## config.mk

```make
export PLATFORM = sky130hd
export DESIGN_NAME = game_event_controller
export DESIGN_NICKNAME = d
export VERILOG_FILES = /design/src/rtl/game_event_controller.sv
export SDC_FILE = /design/constraint.sdc
export NUM_CORES = 1
export LEC_CHECK = 0
export ABC_CLOCK_PERIOD_IN_PS = 3300
export CAP_MARGIN = 20
export CORE_MARGIN = 2
export CORE_UTILIZATION = 40
export CTS_CLUSTER_DIAMETER = 120
export DETAILED_ROUTE_END_ITERATION = 8
export GPL_TIMING_DRIVEN = 0
export PLACE_DENSITY = 0.74
export SLEW_MARGIN = 20
export SYNTH_ARGS = -nofsm -noshare
export SYNTH_HDL_FRONTEND = slang
export SYNTH_SLANG_ARGS = --single-unit
export TNS_END_PERCENT = 30
```

## constraint.sdc

```tcl
create_clock -name clk -period 3.3 [get_ports clk]
set_clock_uncertainty 0.2 [all_clocks]
set_input_delay 0.66 -clock clk [delete_from_list [all_inputs] [get_ports clk]]
set_output_delay 0.66 -clock clk [all_outputs]
set_load 0.01 [all_outputs]
```

## src/rtl/game_event_controller.sv

```systemverilog
// Collision, score, lives and game-state controller for a single player against
// NUM_HAZARDS hazard channels and NUM_PICKUPS pickup channels, one event per channel per frame.
module game_event_controller #(
  parameter int unsigned NUM_HAZARDS   = 4,
  parameter int unsigned NUM_PICKUPS   = 2,
  parameter int unsigned SCORE_W       = 8,
  parameter int unsigned LIVES_W       = 3,
  parameter int unsigned LIVES_INIT    = 3,
  parameter int unsigned WIN_SCORE     = 20,
  parameter int unsigned INVULN_FRAMES = 30
) (
  input  logic                   clk,
  input  logic                   resetN,
  input  logic                   startOfFrame,
  input  logic                   start_game,
  input  logic                   drawing_request_player,
  input  logic [NUM_HAZARDS-1:0] drawing_request_hazard,
  input  logic [NUM_PICKUPS-1:0] drawing_request_pickup,
  output logic                   hazard_hit_pulse,
  output logic [NUM_PICKUPS-1:0] pickup_pulse,
  output logic [SCORE_W-1:0]     score,
  output logic [LIVES_W-1:0]     lives,
  output logic [1:0]             game_state,
  output logic                   invulnerable
);

  localparam int unsigned InvW = (INVULN_FRAMES > 0) ? $clog2(INVULN_FRAMES + 1) : 1;
  localparam int unsigned SumW = SCORE_W + 4;

  localparam logic [InvW-1:0]    InvLoad   = InvW'(INVULN_FRAMES);
  localparam logic [SCORE_W-1:0] WinScore  = SCORE_W'(WIN_SCORE);
  localparam logic [LIVES_W-1:0] LivesInit = LIVES_W'(LIVES_INIT);
  localparam logic [SumW-1:0]    ScoreMax  = SumW'({SCORE_W{1'b1}});

  typedef enum logic [1:0] {
    StIdle = 2'd0,
    StPlay = 2'd1,
    StOver = 2'd2,
    StWon  = 2'd3
  } state_e;

  state_e                 state_q;
  logic [SCORE_W-1:0]     score_q;
  logic [LIVES_W-1:0]     lives_q;
  logic [InvW-1:0]        inv_cnt_q, inv_d, inv_dec;
  logic                   haz_flag_q;
  logic [NUM_PICKUPS-1:0] pk_flag_q;

  logic                   haz_qual, hit, accept;
  logic [NUM_PICKUPS-1:0] pk_qual;
  logic [SumW-1:0]        pk_cnt, score_sum;
  logic [SCORE_W-1:0]     score_sat;

  // A collision qualifies on a fresh flag or on the frame-start cycle itself.
  assign haz_qual = drawing_request_player & (|drawing_request_hazard) &
                    (~haz_flag_q | startOfFrame);
  assign pk_qual  = {NUM_PICKUPS{drawing_request_player}} & drawing_request_pickup &
                    (~pk_flag_q | {NUM_PICKUPS{startOfFrame}});
  assign hit      = haz_qual & (inv_cnt_q == '0);

  // Events are taken only in a live PLAY cycle; the exit cycle just commits the transition.
  assign accept = (state_q == StPlay) && !start_game && (lives_q != '0) && (score_q < WinScore);

  always_comb begin
    pk_cnt = '0;
    for (int j = 0; j < NUM_PICKUPS; j++) begin
      pk_cnt = pk_cnt + SumW'(pk_qual[j]);
    end
    score_sum = SumW'(score_q) + pk_cnt;
    score_sat = (score_sum > ScoreMax) ? {SCORE_W{1'b1}} : score_sum[SCORE_W-1:0];
  end

  always_comb begin
    inv_dec = (startOfFrame && inv_cnt_q != '0) ? inv_cnt_q - InvW'(1) : inv_cnt_q;
    inv_d   = inv_dec;
    if (!resetN || start_game) begin
      inv_d = '0;
    end else if (accept && hit) begin
      inv_d = InvLoad;
    end
  end

  always_ff @(posedge clk) begin
    if (!resetN) begin
      state_q          <= StIdle;
      score_q          <= '0;
      lives_q          <= LivesInit;
      inv_cnt_q        <= '0;
      invulnerable     <= 1'b0;
      haz_flag_q       <= 1'b0;
      pk_flag_q        <= '0;
      hazard_hit_pulse <= 1'b0;
      pickup_pulse     <= '0;
    end else begin
      inv_cnt_q        <= inv_d;
      invulnerable     <= (inv_d != '0);
      hazard_hit_pulse <= 1'b0;
      pickup_pulse     <= '0;
      if (start_game) begin
        state_q    <= StPlay;
        score_q    <= '0;
        lives_q    <= LivesInit;
        haz_flag_q <= 1'b0;
        pk_flag_q  <= '0;
      end else begin
        case (state_q)
          StPlay: begin
            if (lives_q == '0) begin
              state_q    <= StOver;
              haz_flag_q <= 1'b0;
              pk_flag_q  <= '0;
            end else if (score_q >= WinScore) begin
              state_q    <= StWon;
              haz_flag_q <= 1'b0;
              pk_flag_q  <= '0;
            end else begin
              haz_flag_q   <= haz_qual | (haz_flag_q & ~startOfFrame);
              pk_flag_q    <= pk_qual | (pk_flag_q & ~{NUM_PICKUPS{startOfFrame}});
              pickup_pulse <= pk_qual;
              score_q      <= score_sat;
              if (hit) begin
                hazard_hit_pulse <= 1'b1;
                lives_q          <= lives_q - LIVES_W'(1);
              end
            end
          end
          default: begin
            haz_flag_q <= 1'b0;
            pk_flag_q  <= '0;
          end
        endcase
      end
    end
  end

  assign score      = score_q;
  assign lives      = lives_q;
  assign game_state = state_q;

endmodule

```

# After elaboration in Yosys (flattened, before gate mapping)
# Cells that the tools add are included.
# W data, S select, Z words.
dict set report word_totals {
  reg_bits 25
  inputBits 11
  out_inout_bits 17
  word_cells 69
}
dict set report classes {
  n_addsub 4
  magnitude_cmp 3
  n_eq_ne 1
  mux 9
  bitwise 19
  reduce_logical 23
}
# op count
set ops {}
lappend ops {{$mux W5} 3}
lappend ops {{$reduce_bool A5 Y1} 2}
lappend ops {{$add A8 B2 Y9} 1}
lappend ops {{$gt A9 B8 Y1 const B} 1}
lappend ops {{$ge A8 B5 Y1 const B} 1}
lappend ops {{$lt A8 B5 Y1 const B} 1}
lappend ops {{$mux W8} 1}
lappend ops {{$and A2 B2 Y2} 3}
lappend ops {{$not A1 Y1} 6}
lappend ops {{$reduce_bool A3 Y1} 2}
lappend ops {{$logic_and A1 B1 Y1} 5}
lappend ops {{$logic_not A5 Y1} 1}
lappend ops {{$reduce_or A5 Y1} 1}
lappend ops {{$sub A5 B1 Y5 const B} 1}
lappend ops {{$and A1 B1 Y1} 4}
lappend ops {{$mux W2} 2}
lappend ops {{$not A2 Y2} 2}
lappend ops {{$or A2 B2 Y2} 2}
lappend ops {{$reduce_and A2 Y1} 2}
lappend ops {{$reduce_and A4 Y1} 1}
lappend ops {{$reduce_bool A2 Y1} 2}
lappend ops {{$reduce_or A4 Y1} 1}
lappend ops {{$logic_not A3 Y1} 1}
lappend ops {{$mux W1} 3}
lappend ops {{other kinds (8)} 10}

# Logic depth before layout (Yosys ltp)
# Gate-level depths: netlist (run 1).
dict set report depth {
  word_depth 8
  ltp_mapped 9
}

# Worst setup path after synthesis (run 1)
# OpenSTA, ideal clock, no wires.
dict set report synth_path {
  kind {input to register}
  start {input port startOfFrame}
  end {register score_q[0], in the netlist score[0]}
  setup_time_ns 0.086
  arrival_time_ns 1.988
  required_ns 3.014
  setup_slack_ns 1.026
  path_stages 9
  path_buffers 0
  path_cell_list {nand2b_1 nand3_1 fa_1 inv_1 ha_1 nand3_1 nor2_1 nor3b_1 a211oi_1}
}
dict set report synth_between {
  elab_chain_len 6
}
# element line
set synth_lines {}
lappend synth_lines {{from (decl)} 14} ;# input logic startOfFrame,
lappend synth_lines {{$or A2 B2 Y2 *} 58} ;# (~pk_flag_q | {NUM_PICKUPS{startOfFrame}});
lappend synth_lines {{$and A2 B2 Y2 *} 57} ;# assign pk_qual = {NUM_PICKUPS{drawing_request_player}} & drawing_request_pickup &
lappend synth_lines {{$add A1 B1 Y2 *} 67} ;# pk_cnt = pk_cnt + SumW'(pk_qual[j]);
lappend synth_lines {{$add A8 B2 Y9 *} 69} ;# score_sum = SumW'(score_q) + pk_cnt;
lappend synth_lines {{$gt A9 B8 Y1} 70} ;# score_sat = (score_sum > ScoreMax) ? {SCORE_W{1'b1}} : score_sum[SCORE_W-1:0];
lappend synth_lines {{$mux W8 *} 70}
lappend synth_lines {{to (signal assigned)} 120} ;# score_q <= score_sat;
lappend synth_lines {{to (decl)} 43} ;# logic [SCORE_W-1:0] score_q;
# Every way passes the cells marked *; elsewhere a longest branch is shown, timed or not.
# A chain may end at the register's enable or synchronous reset.

# Worst setup path after layout (run 1)
# Ends and elaborated chain as after synthesis.

==> results.txt, run 1 <==
- The run finished with clean final reports.
* Share of the clock period used by the worst path after layout: 84.0%
* Total global routing track utilization: 16.6%
* Number of global-route vias before repair: 1014
- For this design the ratio of total power to cell area is 361 mW/mm2.
- Detailed Routing Iterations Pass 1: 4
* Final setup violation count: 0
- The tool flagged a number of max-cap violations equal to 0.
- Across all layers, the routed design uses 1004 vias.
- In this run the number of H-tree levels came out at 1.
- The die is 57.6 um wide.
* Number of synthesized flops with an enable pin: 0
- Post-CTS repair changed the size of 0 cells.
* Row Count: 19
- Max Freq: 361 MHz
- Data on the critical path is required at its endpoint by 3.35 ns.
* Number of antenna-violating nets in the routed design: 0
- STA classifies the critical path startpoint as an input port.
- Via count normalized by instance count: 5.40
* Cell count after synthesis: 124
- The average instance in the mapped netlist occupies 9.25 um2.
* Hold_ws: 0.297 ns
* Endpoint class of the critical path: flip-flop
- Yosys warnings: 0
* Share of flip-flops with an asynchronous set or reset: 0%
* Stage delay of the slowest cell on the critical path: 0.63 ns
- The layout has 233 filler cells.
- After clock tree synthesis, the flow added hold-fix buffers numbering 0.
- Post-route setup slack: 0.527 ns
- The number of setup buffers added after CTS is 0.
* Largest net degree at the start of global routing: 14
* Worst EP arrival: 2.82 ns
- Dominant cell type by area after synthesis: sky130_fd_sc_hd__dfxtp_1
* Peak supply drop: 0.275 mV
- Worst skew pair latency: 0.32 ns
- The critical path contains buffers and inverters numbering 2 combined.
* Clock buffers created by TritonCTS: 3
* Tightest Pin Transition: 0.645 ns
- Maximum buffer depth of the clock tree: 2
* Top flip-flop cell by instance count after synthesis: sky130_fd_sc_hd__dfxtp_1
- Synthesis produced a netlist with a net count of 140.
* Final number of hold-violating endpoints: 0
* Final Critical Period: 2.77 ns
- The worst setup path is of the in2reg kind.
- Antenna diode instance count: 0
- The number of antenna violations at the first check in global routing is 0.
- Worst path top cell family by delay: buffers and inverters
- Fraction of layout instances using a drive strength above 1: 10.3%
- Top area cells in the synthesized netlist: sky130_fd_sc_hd__dfxtp_1 (44%), sky130_fd_sc_hd__a21oi_1 (5.2%), sky130_fd_sc_hd__ha_1 (4.4%), sky130_fd_sc_hd__nor3_1 (3.5%), sky130_fd_sc_hd__nand3_1 (2.6%)
- In the final layout, the multi-input gates occupy 598 um2.
- Summing the sequential cell areas from Yosys gives 43.6% of the chip area.
* Starting DRT DRC Count: 19
- Static power due to leakage: 0.567 nW
* Worst slew margin relative to its limit: 56.4%
- Core area: 0.00273 mm2
* Post-DP HPWL: 1.90 mm
- Hold Crit Class: reg2reg
- The area growth from synthesis to layout is 29.2%.
* TritonCTS clock tree: built
* Initial core utilization: 42.0%
- Along the worst path, the maximum fanout reaches 8.
- After clock tree synthesis, the clock-pin slew on the worst setup and hold paths is 0.13 ns.
* Post-Place Worst Slack: 0.206 ns
- The final max-slew violation count came to 0.
- Measured along the y axis, the die boundary spans 57.6 um.
- Clock tree synthesis found a total of 25 sinks.
* Total congestion overflow: 0
* Worst-path cell chain: clkdlybuf4s50_1, nand2b_1, nand3_1, fa_1, inv_1, ha_1, nand3_1, nor2_1, nor3b_1, a211oi_1
* Die outline area: 0.00331 mm2
* Register bit count reported by yosys: 25
- Net count, final: 172
- Final wirelength: 2.50 mm
- Clock tree synthesis selected as its root buffer the cell sky130_fd_sc_hd__clkbuf_4.
* Routability Congestion: 0.785
- Portion of synthesized cell area occupied by the leading cell type: 43.6%
- Among the stages of the critical path, the cell type that occurs most often is sky130_fd_sc_hd__nand3_1.
- Io pins: 28
* Wire length of the first global-routing pass: 4.22 mm
- In the final routed layout, each cell accounts on average for 13.4 um.
- The mapped netlist covers 0.00115 mm2.
- Count of buffers inserted at the top-level ports: 27
- Slowest cell on the critical path: sky130_fd_sc_hd__clkdlybuf4s50_1
- Number of distinct library cells after synthesis: 39
* Remaining design rule violation count: 0
* Unrepaired setup endpoints after global routing: no
- For the final routed database, the setup TNS stands at 0 ns.
- R2R Setup Slk: 1.13 ns
- Area taken by flip-flops and latches: 500 um2
-- report_power, final --
group          internal (mW)  total [mW]  leakage (nW)  switching [mW]
clock network         0.0474       0.138        0.0150          0.0902
registers              0.309       0.314         0.202         0.00469
logic                 0.0431      0.0848         0.349          0.0418
total                  0.399       0.536         0.567           0.137
-- cell usage after synthesis, types with 2 or more instances --
cell and count:
sky130_fd_sc_hd__a21oi_1 12, sky130_fd_sc_hd__and2_1 3, sky130_fd_sc_hd__and2b_2 3, sky130_fd_sc_hd__and3_1 2
sky130_fd_sc_hd__clkbuf_1 3, sky130_fd_sc_hd__dfxtp_1 25, sky130_fd_sc_hd__ha_1 4, sky130_fd_sc_hd__inv_1 7
sky130_fd_sc_hd__nand2_1 8, sky130_fd_sc_hd__nand2b_1 3, sky130_fd_sc_hd__nand3_1 6, sky130_fd_sc_hd__nor2_1 8
sky130_fd_sc_hd__nor3_1 8, sky130_fd_sc_hd__o21a_1 3, sky130_fd_sc_hd__o21ai_2 2, sky130_fd_sc_hd__o31ai_1 3
sky130_fd_sc_hd__xnor2_1 2
-- path summary, 6_finish.rpt --
check	from	end	cells past startpoint
max	startOfFrame	score[0]	10
min	pk_flag_q[1]	pk_flag_q[1]	2
max reg2reg	inv_cnt_q[0]	lives[0]	6
min reg2reg	pk_flag_q[1]	pk_flag_q[1]	2
-- worst register-to-register path, cell delays in order (launching register included) --
cell                      delay (ns)
sky130_fd_sc_hd__dfxtp_1        0.38
sky130_fd_sc_hd__inv_1          0.07
sky130_fd_sc_hd__ha_1           0.24
sky130_fd_sc_hd__or4b_4         0.52
sky130_fd_sc_hd__or3_4          0.38
sky130_fd_sc_hd__nor3_1         0.19
sky130_fd_sc_hd__o21ai_1        0.09
-- final cells by class --
type | count | share of cell area [%]
Multi-Input combinational cell | 88 | 40.3
Inverter | 7 | 1.77
Clock buffer | 4 | 1.77
Timing Repair Buffer | 27 | 18.2
Tap cell | 31 | 2.62
Sequential cell | 25 | 33.8
Buffer | 4 | 1.52
-- kinds of logic (layout without fill, tap and decap cells) --
family                   count (synthesis)  count (layout)  share of synthesized area [%]
adder cells (fa/ha/maj)                  5               5                           6.11
AO/OA/AOI/OAI                           27              27                           16.1
flip-flops                              25              25                           43.6
multiplexers                             1               1                          0.981
AND/OR/NAND/NOR                         52              52                           26.6
XOR/XNOR                                 3               3                           2.29
buffers and inverters                   11              42                           4.25
-- flip-flops by register name (all words and copies together), names as in the netlist --
register,cells
invulnerable,1
game_state,2
hazard_hit_pulse,1
haz_flag_q,1
inv_cnt_q,5
score,8
pickup_pulse,2
pk_flag_q,2
lives,3
-- placed cells by master (no fill, tap or decap), types with 2 or more instances in the layout --
master,instances
sky130_fd_sc_hd__clkbuf_1,4
sky130_fd_sc_hd__clkdlybuf4s50_1,27
sky130_fd_sc_hd__nand2b_1,3
sky130_fd_sc_hd__and2_1,3
sky130_fd_sc_hd__dfxtp_1,25
sky130_fd_sc_hd__nand2_1,8
sky130_fd_sc_hd__nor2_1,8
sky130_fd_sc_hd__and3_1,2
sky130_fd_sc_hd__ha_1,4
sky130_fd_sc_hd__nand3_1,6
sky130_fd_sc_hd__xnor2_1,2
sky130_fd_sc_hd__inv_1,7
sky130_fd_sc_hd__o31ai_1,3
sky130_fd_sc_hd__o21ai_2,2
sky130_fd_sc_hd__and2b_2,3
sky130_fd_sc_hd__a21oi_1,12
sky130_fd_sc_hd__o21a_1,3
sky130_fd_sc_hd__clkbuf_4,3
sky130_fd_sc_hd__nor3_1,8
-- routing by layer --
layer	global-route usage, %	vias up	part of all wire (%)
li1	-	510	-
met1	18.6	466	43
met2	28.7	21	50
met3	3.85	7	4.0
met4	9.30	0	2.3
met5	0	-	0
-- per-stage QoR --
step           cell area, um2  std cells  util, %  power, mW
3_5_place_dp             1460        182     53.3      0.405
6_report                 1480        186     54.2      0.536
2_1_floorplan            1150        124        -      0.371
4_1_cts                  1480        186     54.2      0.540
5_1_grt                  1480        186     54.2      0.561
3_3_place_gp             1460        182     53.3      0.402
Power figures use the tool's default switching activity.
==> run 2: changes to the inputs <==
--- a/config.mk
+++ b/config.mk
@@ -5,14 +5,14 @@
 export SDC_FILE = /design/constraint.sdc
 export NUM_CORES = 1
 export LEC_CHECK = 0
-export ABC_CLOCK_PERIOD_IN_PS = 3300
+export ABC_CLOCK_PERIOD_IN_PS = 2300
 export CAP_MARGIN = 20
 export CORE_MARGIN = 2
 export CORE_UTILIZATION = 40
 export CTS_CLUSTER_DIAMETER = 120
 export DETAILED_ROUTE_END_ITERATION = 8
 export GPL_TIMING_DRIVEN = 0
-export PLACE_DENSITY = 0.74
+export PLACE_DENSITY = 0.76
 export SLEW_MARGIN = 20
 export SYNTH_ARGS = -nofsm -noshare
 export SYNTH_HDL_FRONTEND = slang
==> constraint.sdc (replaced) <==
create_clock -name clk -period 2.3 [get_ports clk]
set_clock_uncertainty 0.2 [all_clocks]
set_input_delay 0.46 -clock clk [delete_from_list [all_inputs] [get_ports clk]]
set_output_delay 0.46 -clock clk [all_outputs]
set_load 0.01 [all_outputs]
==> run 2 against run 1 <==
Net effect: sequential share of layout area down 0.20 points; hold slack lost 0.013 ns; first-iteration DRC count is the same; sequential power rose by 43%; largest cell class unchanged; core utilization up 0.32 points; critical path depth shrank 1; worst setup slack worse by 0.42 ns; final area up 0.59%; count of clock-buffer cells in the layout down 1; non-clock buffer count unchanged.
==> results.txt, run 2 (synthesis gave the netlist of run 1 again) <==
* Result of the run: completed (unchanged)
- Commonest cells after routing, fill and taps aside: sky130_fd_sc_hd__dfxtp_1 (25), sky130_fd_sc_hd__clkdlybuf4s50_1 (25), sky130_fd_sc_hd__a21oi_1 (12), sky130_fd_sc_hd__nor3_1 (8), sky130_fd_sc_hd__nand2_1 (8) (was sky130_fd_sc_hd__clkdlybuf4s50_1 (27), sky130_fd_sc_hd__dfxtp_1 (25), sky130_fd_sc_hd__a21oi_1 (12)).
- The final total negative setup slack is 0 ns (unchanged).
- The later-pin clock latency in the skew report is 0.32 ns (about the same).
- Total met2 wirelength after detailed routing: 1.13 mm (was 1.26 mm)
* CTS clock-pin slew for the worst setup and hold paths: 0.14 ns (was 0.13 ns)
- The number of flip-flops in the largest register came to 8 (unchanged).
- The maximum buffer depth of the clock tree came to 2 (unchanged).
- Pwr Density: 513 mW/mm2 (was 361 mW/mm2)
- The total clock buffers created by CTS came to 3 (unchanged).
- Initial core utilization: 42.0% (unchanged)
- Capture instance of the worst register-to-register path: lives[2] (was lives[0])
- Detailed Routing Iterations Pass 1: 4 (unchanged)
- The endpoint of the worst setup timing path is score[0] (unchanged).
* Number of max-cap violations: 0 (unchanged)
* Endpoint class of the critical path: flip-flop (unchanged)
- The leakage power total was 0.581 nW (was 0.567 nW).
* Critical path type: in2reg (unchanged)
* Average wire per cell in the routed design: 12.5 um (was 13.4 um)
- Max-slew violation count: 0 (unchanged)
- Die outline area: 0.00331 mm2 (unchanged)
- CP Launch Point: drawing_request_pickup[0] (was startOfFrame)
* Antenna diode instance count: 0 (unchanged)
* Share of the clock period used by the worst path after layout: 95.5%
- The worst max-slew margin expressed relative to the limit is 53.0% (was 56.4%).
- Io pins: 28 (unchanged)
- The growth of design area from synthesis to finish came to 30.0% (was 29.2%).
* Max Freq: 455 MHz
- Number of sinks handled by clock tree synthesis: 25 (unchanged)
- The wire length of the first global-routing pass was 4.08 mm (was 4.22 mm).
* Post-route standard cell area excluding fillers: 0.00149 mm2 (was 0.00148 mm2)
* Number of cells on the worst reg-to-reg path: 6 (unchanged)
- The cell at the root of the clock tree is sky130_fd_sc_hd__clkbuf_4 (unchanged).
- The slack of the critical path was 0.103 ns (was 0.527 ns).
* Placed Cells incl. Taps: 182 (unchanged)
- The worst slack at placement came to -0.644 ns (was 0.206 ns).
- The startpoint of the worst register-to-register path was inv_cnt_q[0] (unchanged).
- Placed cell area: 0.00146 mm2 (unchanged)
- Starting DRT DRC Count: 19 (unchanged)
- M1 WL: 1.11 mm (was 1.09 mm)
* Tightest Pin Transition: 0.696 ns (was 0.645 ns)
- Total congestion overflow: 0 (unchanged)
- DR vias: 991 (was 1004)
- Largest fanout of any net on the critical path: 3 (was 8)
- Wire length on met3: 70 um (was 100 um)
- The via count of the first global-routing pass was 960 (was 1014).
* Final Critical Period: 2.20 ns
- Routability Congestion: 0.740 (was 0.785)
* Final number of hold-violating endpoints: 0 (unchanged)
- The total wire length after detailed routing came to 2.33 mm (was 2.50 mm).
- Peak supply drop: 0.300 mV (was 0.275 mV)
* Remaining design rule violation count: 0 (unchanged)
- TritonCTS clock tree: built (unchanged)
- The maximum number of pins on one net before global-route repair was 15 (was 14).
- The final layout net count came to 172 (unchanged).
- The detailed-placement wirelength estimate came to 1.77 mm (was 1.90 mm).
- The core area was 0.00273 mm2 (unchanged).
* Max H-tree Level: 1 (unchanged)
* Req. time, crit path: 2.34 ns (was 3.35 ns)
* CTS Hold Buffers Added: 0 (unchanged)
* Die boundary height: 57.6 um (unchanged)
- Hold Crit Class: in2reg (was reg2reg)
- The aggregate global-route resource usage is 15.2% (was 16.6%).
* Number of antenna-violating nets in the routed design: 0 (unchanged)
- Worst setup SP type: input port (unchanged)
* Top routing layer used: met4 (unchanged)
- Fraction of layout instances using a drive strength above 1: 13.5% (was 10.3%)
- The via density per instance is 5.33 (was 5.40).
- Initial antenna violation count: 0 (unchanged)
- The number of setup violations in the final report is 0 (unchanged).
* Worst EP arrival: 2.23 ns (was 2.82 ns)
- The site row count is 19 (unchanged).
- The number of setup buffers added after CTS was 0 (unchanged).
- Width of the die: 57.6 um (unchanged)
- Count of buffers inserted at the top-level ports: 27 (unchanged)
* Unrepaired setup endpoints after global routing: no (unchanged)
* Count of placed standard cells in the final layout, fillers left out: 186 (unchanged)
- The setup slack on the worst flop-to-flop path was 0.15 ns (was 1.13 ns).
==> run 2: worst min path at each step <==
| stage | endpoint | cells past startpoint | slack [ns] | start |
|---|---|---|---|---|
| after floorplan | pk_flag_q[0] | 2 | 0.25 | pk_flag_q[0] |
| after global placement | inv_cnt_q[4] | 2 | 0.27 | inv_cnt_q[4] |
| after detailed placement | pk_flag_q[1] | 2 | 0.28 | pk_flag_q[1] |
| after CTS | pk_flag_q[1] | 2 | 0.30 | pk_flag_q[1] |
| after global routing | pickup_pulse[0] | 3 | 0.31 | drawing_request_player |
| final | pk_flag_q[0] | 3 | 0.28 | drawing_request_player |
==> run 2: timing repair <==
action | CTS | global route
gates resized for setup | 4 | 3
pin swaps | 0 | 1
setup endpoints to repair | 4 | 2
hold endpoints to repair | 0 | 0
==> run 2: worst max-delay path: stages <==
cell                              delay, ns
sky130_fd_sc_hd__clkdlybuf4s50_1       0.49
sky130_fd_sc_hd__nand3_2               0.11
sky130_fd_sc_hd__fa_2                  0.39
sky130_fd_sc_hd__inv_1                 0.06
sky130_fd_sc_hd__ha_1                  0.17
sky130_fd_sc_hd__nand3_1               0.12
sky130_fd_sc_hd__nor2_2                0.14
sky130_fd_sc_hd__nor3b_1               0.06
sky130_fd_sc_hd__a211oi_1              0.23
==> run 2: stage by stage <==
| step | hold slack, ns | total power [mW] | util [%] |
|---|---|---|---|
| after floorplan | 0.255 | 0.532 | - |
| after global placement | 0.270 | 0.576 | 53.3 |
| after detailed placement | 0.277 | 0.579 | 53.3 |
| after CTS | 0.299 | 0.776 | 54.6 |
| after global routing | 0.310 | 0.804 | 54.6 |
| final | 0.284 | 0.765 | 54.6 |
==> run 2: report_power, final <==
part           switching (mW)  internal (mW)  leakage (nW)
Clock                   0.130         0.0650        0.0177
Sequential            0.00682          0.443         0.202
Combinational          0.0598         0.0608         0.361
Total                   0.196          0.569         0.581
==> run 2: cell type report <==
cell class / count / area [um2]
plain buffers: 4 / 22.5
clock buffers: 3 / 22.5
clock inverters: 1 / 5.00
fillers: 257 / 1240
inverters: 7 / 26.3
multi-input cells: 88 / 608
flip-flops and latches: 25 / 500
well taps: 31 / 38.8
repair buffers: 27 / 268
==> run 2: routing by layer <==
metal / global-route usage, % / up-vias
met4: 4.98 / 0
li1: - / 506
met2: 26.3 / 21
met1: 19.6 / 462
met3: 1.81 / 2
met5: 0 / -
